<file path="src/rtl/seq_alu.sv">
// seq_alu: handshaked logic / arithmetic / shift / compare unit with a
// persistent status register.
//
// Ports:
//   clk, rst_n            clock, asynchronous active-low reset
//   in_valid / in_ready   request handshake (in_ready high only in IDLE)
//   op, a, b, shamt       opcode, operands, shift/rotate amount
//   out_valid / out_ready result handshake (out_valid high only in DONE)
//   result                registered result
//   flags                 status register {V, S, C, Z}
//   flags_load, flags_in  load the status register (IDLE, no request)
//
// Single-cycle ops register result/flags on the accept edge. Shifts and
// rotates with shamt>0 step one bit per cycle in SHIFT and register
// result/flags on the edge that performs the last bit.
module seq_alu #(
    parameter int WIDTH = 20,
    parameter int SHW   = 5
) (
    input  logic             clk,
    input  logic             rst_n,
    input  logic             in_valid,
    output logic             in_ready,
    input  logic [3:0]       op,
    input  logic [WIDTH-1:0] a,
    input  logic [WIDTH-1:0] b,
    input  logic [SHW-1:0]   shamt,
    output logic             out_valid,
    input  logic             out_ready,
    output logic [WIDTH-1:0] result,
    output logic [3:0]       flags,
    input  logic             flags_load,
    input  logic [3:0]       flags_in
);

    localparam int M = WIDTH - 1;

    typedef enum logic [1:0] {S_IDLE, S_SHIFT, S_DONE} state_t;

    state_t           r_state, w_next;
    logic [WIDTH-1:0] r_result;
    logic [3:0]       r_flags;   // {V, S, C, Z}
    logic [WIDTH-1:0] r_sh;      // shift working register
    logic [SHW-1:0]   r_cnt;     // bits still to shift
    logic [1:0]       r_kind;    // 0 SHR, 1 SHL, 2 ROR, 3 ROL
    logic             r_big;     // shamt >= WIDTH: carry forced to 0

    logic             w_is_shift;
    logic [WIDTH-1:0] w_opb;
    logic             w_ci;
    logic [WIDTH:0]   w_sum;
    logic [WIDTH:0]   w_dif;
    logic             w_add_v;
    logic             w_sub_v;
    logic [WIDTH-1:0] w_res;
    logic [WIDTH-1:0] w_zsv;
    logic             w_c;
    logic             w_v;
    logic             w_keep;
    logic [3:0]       w_flags;
    logic [WIDTH-1:0] w_step;
    logic             w_step_c;
    logic [3:0]       w_sh_flags;

    assign in_ready   = (r_state == S_IDLE);
    assign out_valid  = (r_state == S_DONE);
    assign result     = r_result;
    assign flags      = r_flags;
    assign w_is_shift = (op[3:2] == 2'b01);

    // Second operand and carry-in for the add/subtract family
    always_comb begin
        w_opb = b;
        w_ci  = 1'b0;
        case (op)
            4'h9, 4'hB: w_ci  = r_flags[1];
            4'hC, 4'hD: w_opb = {{(WIDTH-1){1'b0}}, 1'b1};
            default: ;
        endcase
    end

    // Bit WIDTH of the sum is the carry; bit WIDTH of the difference is the
    // borrow (the minuend was smaller than subtrahend + carry-in).
    assign w_sum   = {1'b0, a} + {1'b0, w_opb} + {{WIDTH{1'b0}}, w_ci};
    assign w_dif   = {1'b0, a} - {1'b0, w_opb} - {{WIDTH{1'b0}}, w_ci};
    assign w_add_v = (a[M] == w_opb[M]) && (w_sum[M] != a[M]);
    assign w_sub_v = (a[M] != w_opb[M]) && (w_dif[M] != a[M]);

    // Single-cycle result; also covers shifts/rotates with shamt=0
    always_comb begin
        w_res  = a;
        w_c    = r_flags[1];
        w_v    = r_flags[3];
        w_keep = 1'b0;
        case (op)
            4'h0: begin w_res = ~a;    w_c = 1'b0; w_v = 1'b0; end
            4'h1: begin w_res = a & b; w_c = 1'b0; w_v = 1'b0; end
            4'h2: begin w_res = a | b; w_c = 1'b0; w_v = 1'b0; end
            4'h3: begin w_res = a ^ b; w_c = 1'b0; w_v = 1'b0; end
            4'h4, 4'h5: w_v = 1'b0;
            4'h8, 4'h9, 4'hC: begin
                w_res = w_sum[M:0]; w_c = w_sum[WIDTH]; w_v = w_add_v;
            end
            4'hA, 4'hB, 4'hD: begin
                w_res = w_dif[M:0]; w_c = w_dif[WIDTH]; w_v = w_sub_v;
            end
            4'hE: begin w_c = w_dif[WIDTH]; w_v = w_sub_v; end
            4'hF: w_keep = 1'b1;
            default: ;
        endcase
    end

    // CMP reports Z/S of the difference while returning a
    assign w_zsv   = (op == 4'hE) ? w_dif[M:0] : w_res;
    assign w_flags = w_keep ? r_flags : {w_v, w_zsv[M], w_c, ~|w_zsv};

    // One bit of shift/rotate per cycle
    always_comb begin
        w_step   = r_sh;
        w_step_c = 1'b0;
        case (r_kind)
            2'd0: begin w_step = {1'b0, r_sh[M:1]};       w_step_c = r_sh[0]; end
            2'd1: begin w_step = {r_sh[M-1:0], 1'b0};     w_step_c = r_sh[M]; end
            2'd2: begin w_step = {r_sh[0], r_sh[M:1]};    w_step_c = r_sh[0]; end
            default: begin w_step = {r_sh[M-1:0], r_sh[M]}; w_step_c = r_sh[M]; end
        endcase
    end

    // Rotates keep C/V; shifts clear V and report the last bit out
    assign w_sh_flags = r_kind[1] ?
        {r_flags[3], w_step[M], r_flags[1], ~|w_step} :
        {1'b0, w_step[M], w_step_c & ~r_big, ~|w_step};

    always_comb begin
        w_next = r_state;
        case (r_state)
            S_IDLE:  if (in_valid)
                         w_next = (w_is_shift && shamt != '0) ? S_SHIFT : S_DONE;
            S_SHIFT: if (r_cnt == SHW'(1)) w_next = S_DONE;
            S_DONE:  if (out_ready) w_next = S_IDLE;
            default: w_next = S_IDLE;
        endcase
    end

    always_ff @(posedge clk or negedge rst_n) begin
        if (!rst_n) r_state <= S_IDLE;
        else        r_state <= w_next;
    end

    always_ff @(posedge clk or negedge rst_n) begin
        if (!rst_n) begin
            r_result <= '0;
            r_flags  <= '0;
            r_sh     <= '0;
            r_cnt    <= '0;
            r_kind   <= '0;
            r_big    <= 1'b0;
        end else begin
            case (r_state)
                S_IDLE: begin
                    if (in_valid) begin
                        if (w_is_shift && shamt != '0) begin
                            r_sh   <= a;
                            r_cnt  <= shamt;
                            r_kind <= op[1:0];
                            r_big  <= (int'(shamt) >= WIDTH);
                        end else begin
                            r_result <= w_res;
                            r_flags  <= w_flags;
                        end
                    end else if (flags_load) begin
                        r_flags <= flags_in;
                    end
                end
                S_SHIFT: begin
                    r_sh  <= w_step;
                    r_cnt <= r_cnt - SHW'(1);
                    if (r_cnt == SHW'(1)) begin
                        r_result <= w_step;
                        r_flags  <= w_sh_flags;
                    end
                end
                default: ;
            endcase
        end
    end

endmodule

</file>
<file path="config.mk">
export PLATFORM = sky130hd
export DESIGN_NAME = seq_alu
export DESIGN_NICKNAME = d
export VERILOG_FILES = /design/src/rtl/seq_alu.sv
export SDC_FILE = /design/constraint.sdc
export NUM_CORES = 1
export LEC_CHECK = 0
export ABC_CLOCK_PERIOD_IN_PS = 5000
export CORE_MARGIN = 3
export CORE_UTILIZATION = 45
export DETAILED_ROUTE_END_ITERATION = 10
export GPL_ROUTABILITY_DRIVEN = 0
export PLACE_DENSITY = 0.65
export SLEW_MARGIN = 20
export SYNTH_ARGS = -nofsm -noshare
export SYNTH_HDL_FRONTEND = slang
export SYNTH_SLANG_ARGS = --single-unit
</file>
<file path="constraint.sdc">
create_clock -name clk -period 5 [get_ports clk]
set_clock_uncertainty 0.05 [all_clocks]
set_input_delay 0.5 -clock clk [delete_from_list [all_inputs] [get_ports clk]]
set_output_delay 0.5 -clock clk [all_outputs]
set_load 0.02 [all_outputs]
</file>
==> results of run 1 <==
[routing by layer]
| metal | GRT usage, % | up-vias | part of all wire, % |
|---|---|---|---|
| li1 | - | 3949 | - |
| met1 | 39.9 | 3803 | 45 |
| met2 | 45.0 | 333 | 45 |
| met3 | 3.21 | 63 | 6.5 |
| met4 | 9.48 | 0 | 3.7 |
| met5 | 0 | - | 0 |
[metrics by stage]
stage,power (mW),hold slack [ns],setup WS [ns]
2_1_floorplan,2.10,0.154,-0.00637
3_3_place_gp,2.82,0.409,-0.286
3_5_place_dp,2.84,0.409,-0.374
4_1_cts,3.23,0.312,0.0102
5_1_grt,3.48,0.347,0.0452
6_report,3.24,0.290,0.245
[repair_timing]
| action | CTS | global route |
|---|---|---|
| endpoints found under the setup margin | 1 | 3 |
| setup buffers | 0 | 0 |
| gates resized for setup | 0 | 6 |
| pin swaps | 2 | 4 |
[final timing paths]
kind	from	endpoint	slack, ns	cells past startpoint
max in group asynchronous	rst_n	flags[1]$_DFFE_PN0P_	4.10	2
min reg2reg	result[0]$_DFFE_PN0P_	result[0]$_DFFE_PN0P_	0.42	2
min	rst_n	r_sh[16]$_DFFE_PN0P_	0.29	2
min in group clk	result[0]$_DFFE_PN0P_	result[0]$_DFFE_PN0P_	0.42	2
max reg2reg	flags[1]$_DFFE_PN0P_	flags[0]$_DFFE_PN0P_	0.29	18
max	b[0]	flags[0]$_DFFE_PN0P_	0.24	20
[critical path, stage by stage]
cell and delay [ns]:
sky130_fd_sc_hd__clkdlybuf4s50_1 0.53, sky130_fd_sc_hd__inv_1 0.09, sky130_fd_sc_hd__nand2_2 0.07, sky130_fd_sc_hd__inv_1 0.05
sky130_fd_sc_hd__fa_1 0.48, sky130_fd_sc_hd__inv_1 0.08, sky130_fd_sc_hd__ha_1 0.16, sky130_fd_sc_hd__nor2_1 0.06
sky130_fd_sc_hd__fa_2 0.34, sky130_fd_sc_hd__a21bo_1 0.20, sky130_fd_sc_hd__a211oi_2 0.30, sky130_fd_sc_hd__buf_4 0.17
sky130_fd_sc_hd__buf_4 0.10, sky130_fd_sc_hd__a31oi_1 0.12, sky130_fd_sc_hd__xnor2_1 0.17, sky130_fd_sc_hd__a211o_1 0.34
sky130_fd_sc_hd__a221oi_2 0.27, sky130_fd_sc_hd__nand3_1 0.11, sky130_fd_sc_hd__a2111o_1 0.49, sky130_fd_sc_hd__a221oi_2 0.28
[cell type report]
type	instances	area, um^2
fillers	1649	7380
multi-input cells	831	5820
repair buffers	162	1410
flip-flops and latches	54	1350
inverters	97	364
well taps	220	275
clock buffers	6	139
clock inverters	2	16.3
[registers in the layout (all words and copies together) (netlist names)]
name and flops:
flags 4, r_state 2, r_kind 2, r_cnt 5, result 20, r_sh 20, r_big 1
[power groups by stage]
stage	registers, mW	clock network [mW]	logic [mW]
after global placement	0.821	0	2.00
final	0.826	0.369	2.05
after global routing	0.848	0.390	2.24
after detailed placement	0.822	0	2.02
after floorplan	0.874	0	1.23
after CTS	0.818	0.377	2.03
[cells by family (layout without fill, tap and decap cells)]
family | Yosys count | in the layout
adders and majority gates | 103 | 103
AOI/OAI and AO/OA | 320 | 320
DFF | 54 | 54
muxes | 34 | 34
buffers and inverters | 155 | 267
and+or+nand+nor | 347 | 347
xor gates and xnor gates | 27 | 27
[placed cells by master, fill, tap and decap left out, types with 7 or more instances in the layout]
master	netlist	layout
sky130_fd_sc_hd__o21ai_1	12	12
sky130_fd_sc_hd__nand2_1	98	97
sky130_fd_sc_hd__xor2_1	9	9
sky130_fd_sc_hd__and2_1	30	30
sky130_fd_sc_hd__o211ai_1	17	17
sky130_fd_sc_hd__dfrtp_1	54	53
sky130_fd_sc_hd__nor2b_1	15	14
sky130_fd_sc_hd__mux2i_1	22	22
sky130_fd_sc_hd__nand3_1	18	18
sky130_fd_sc_hd__o21ai_0	84	84
sky130_fd_sc_hd__buf_4	2	79
sky130_fd_sc_hd__nor4_1	9	9
sky130_fd_sc_hd__nand4_1	7	7
sky130_fd_sc_hd__mux2_2	8	8
sky130_fd_sc_hd__nand2b_1	18	18
sky130_fd_sc_hd__ha_1	99	98
sky130_fd_sc_hd__a31oi_1	16	16
sky130_fd_sc_hd__a221oi_1	9	8
sky130_fd_sc_hd__a21oi_1	72	72
sky130_fd_sc_hd__nor3_1	21	21
sky130_fd_sc_hd__a21o_1	8	8
sky130_fd_sc_hd__a22oi_1	9	9
sky130_fd_sc_hd__inv_1	95	95
sky130_fd_sc_hd__a211oi_1	17	17
sky130_fd_sc_hd__xnor2_1	17	17
sky130_fd_sc_hd__clkdlybuf4s50_1	0	78
sky130_fd_sc_hd__o31ai_1	11	11
sky130_fd_sc_hd__nor2_1	83	83
sky130_fd_sc_hd__or3_1	13	13
==> flow_summary.ini, run 1 <==
[power_and_ir_drop]
peakVddDrop_mv = 0.244
leak_pwr_nw = 4.21
power_internal_mw = 1.73
share_seq_of_total_power_pct = 25.5
power_per_cell_area_nw_per_um2 = 346
clock_power_share_pct = 11.4
power.switching_fraction_pct = 46.6
share_comb_of_total_power_pct = 63.2
power_switching_mw = 1.51

[logic_synthesis]
top_cell_type_s_share_of_synthesized_area_pct = 17.4
synthTopCellsByCount = sky130_fd_sc_hd__ha_1, sky130_fd_sc_hd__nand2_1, sky130_fd_sc_hd__inv_1
ys_types = 86
muxShareOfSynthArea_pct = 5.15
synthesis.area_per_instance_um2 = 7.47
synth_enable_flop_cells = 0
ys_warn_count = 0
cell_area_after_synthesis_um2 = 7770
synth.yosys.seq_area_share_pct = 17.4
yosys.area.top_type = sky130_fd_sc_hd__dfrtp_1
postSynthCellCount = 1040
syn_nets = 1201
synth_top_family_by_area = compound AO/OA/AOI/OAI gates
synth-compound-area-share_pct = 27.0
synth-adder-area-share_pct = 17.0
proportion_of_synthesized_flip_flops_having_asynchronous_set_or_reset_pct = 100
yosys_most_used_dff = sky130_fd_sc_hd__dfrtp_1
synthMostInstantiatedCell = sky130_fd_sc_hd__ha_1
post_synth_simple_gate_area_pct = 22.3
synth_seq_cells = 54
yosys-top-cells-area = sky130_fd_sc_hd__dfrtp_1, sky130_fd_sc_hd__ha_1, sky130_fd_sc_hd__o21ai_0
synth_xor_xnor_area_share_pct = 3.22

[drt]
totalWireLength_mm = 26.8
wire_length_per_cell_um = 19.5
route.detailed.drc = 0
drt_iter0_markers = 648
dr_total_vias = 8148
ant_nets = 0
routed_via_density = 5.94
drt_first_pass_iters = 5

[run_status]
status = finished, final reports clean

[timing]
report.final.setup_viol = 0
fin_tns_setup_ns = 0
fin_crit_sh_pct = 95.1
fmax_mhz = 210
final_hold_viol_count = 0
post-route-min-period_ns = 4.76
grt_setup_unrepaired = no
final-max-slew-violation-count = 0
worst_pin_slew_ns = 0.837
slew_headroom_pct = 44.0

[clocking]
cts_max_level = 2
cts.sinks = 54
clk_latency_ns = 0.29
cts_buffer_depth = 2
cts-buffers-inserted = 5
clk_pin_slew_worst_paths_ns = 0.07
cts_hold_repair.buffers = 0
cts_root_buf = sky130_fd_sc_hd__clkbuf_16
cts_tree = done

[worst_setup_path]
setup.worst_path.class = input port to flop
timing.critical_path.to_type = flop
required_ns = 5.16
cp_max_fanout = 3
worstSetupStartpointType = input port
crit_arrival_ns = 4.91

[global_routing]
grt_start_max_net_pins = 66
track_usage_pct = 28.3
total_grt_overflow = 0
grt_pass1_vias = 7648
grt_antenna_before_repair = 0
global_route_wire_length_before_repair_mm = 41.5

[placement]
placed_cells = 1364
post-dp-hpwl_mm = 21.0
post_dp_cell_area_um2 = 9210
portBuffers = 83

[die]
rows = 47
dieArea_um2 = 18900
floorplan.initialDensity_pct = 46.4
core_area_um2 = 16800
die_w_um = 137
io_pins = 84
die_h_um = 137

[layout]
layout.nets = 1312
layout-drive-gt1-share_pct = 11.2
final_cell_area_um2 = 9380
count_of_placed_standard_cells_in_the_final_layout_fillers_left_out = 1372
final_util_pct = 55.9
syn2layout_area_growth_pct = 20.6
antenna_cells = 0

[worst_hold_path]
worst_min_path_class = input port to async pin

[flow_run]
cap_violations = 0
Power figures use the tool's default switching activity.
==> run 2, diff against run 1 <==
--- a/config.mk
+++ b/config.mk
@@ -11,6 +11,7 @@
 export DETAILED_ROUTE_END_ITERATION = 10
 export GPL_ROUTABILITY_DRIVEN = 0
 export PLACE_DENSITY = 0.65
+export SKIP_LAST_GASP = 1
 export SLEW_MARGIN = 20
 export SYNTH_ARGS = -nofsm -noshare
 export SYNTH_HDL_FRONTEND = slang
==> results of run 2 <==
No change in the layout: final DEF, timing and power equal those of run 1.
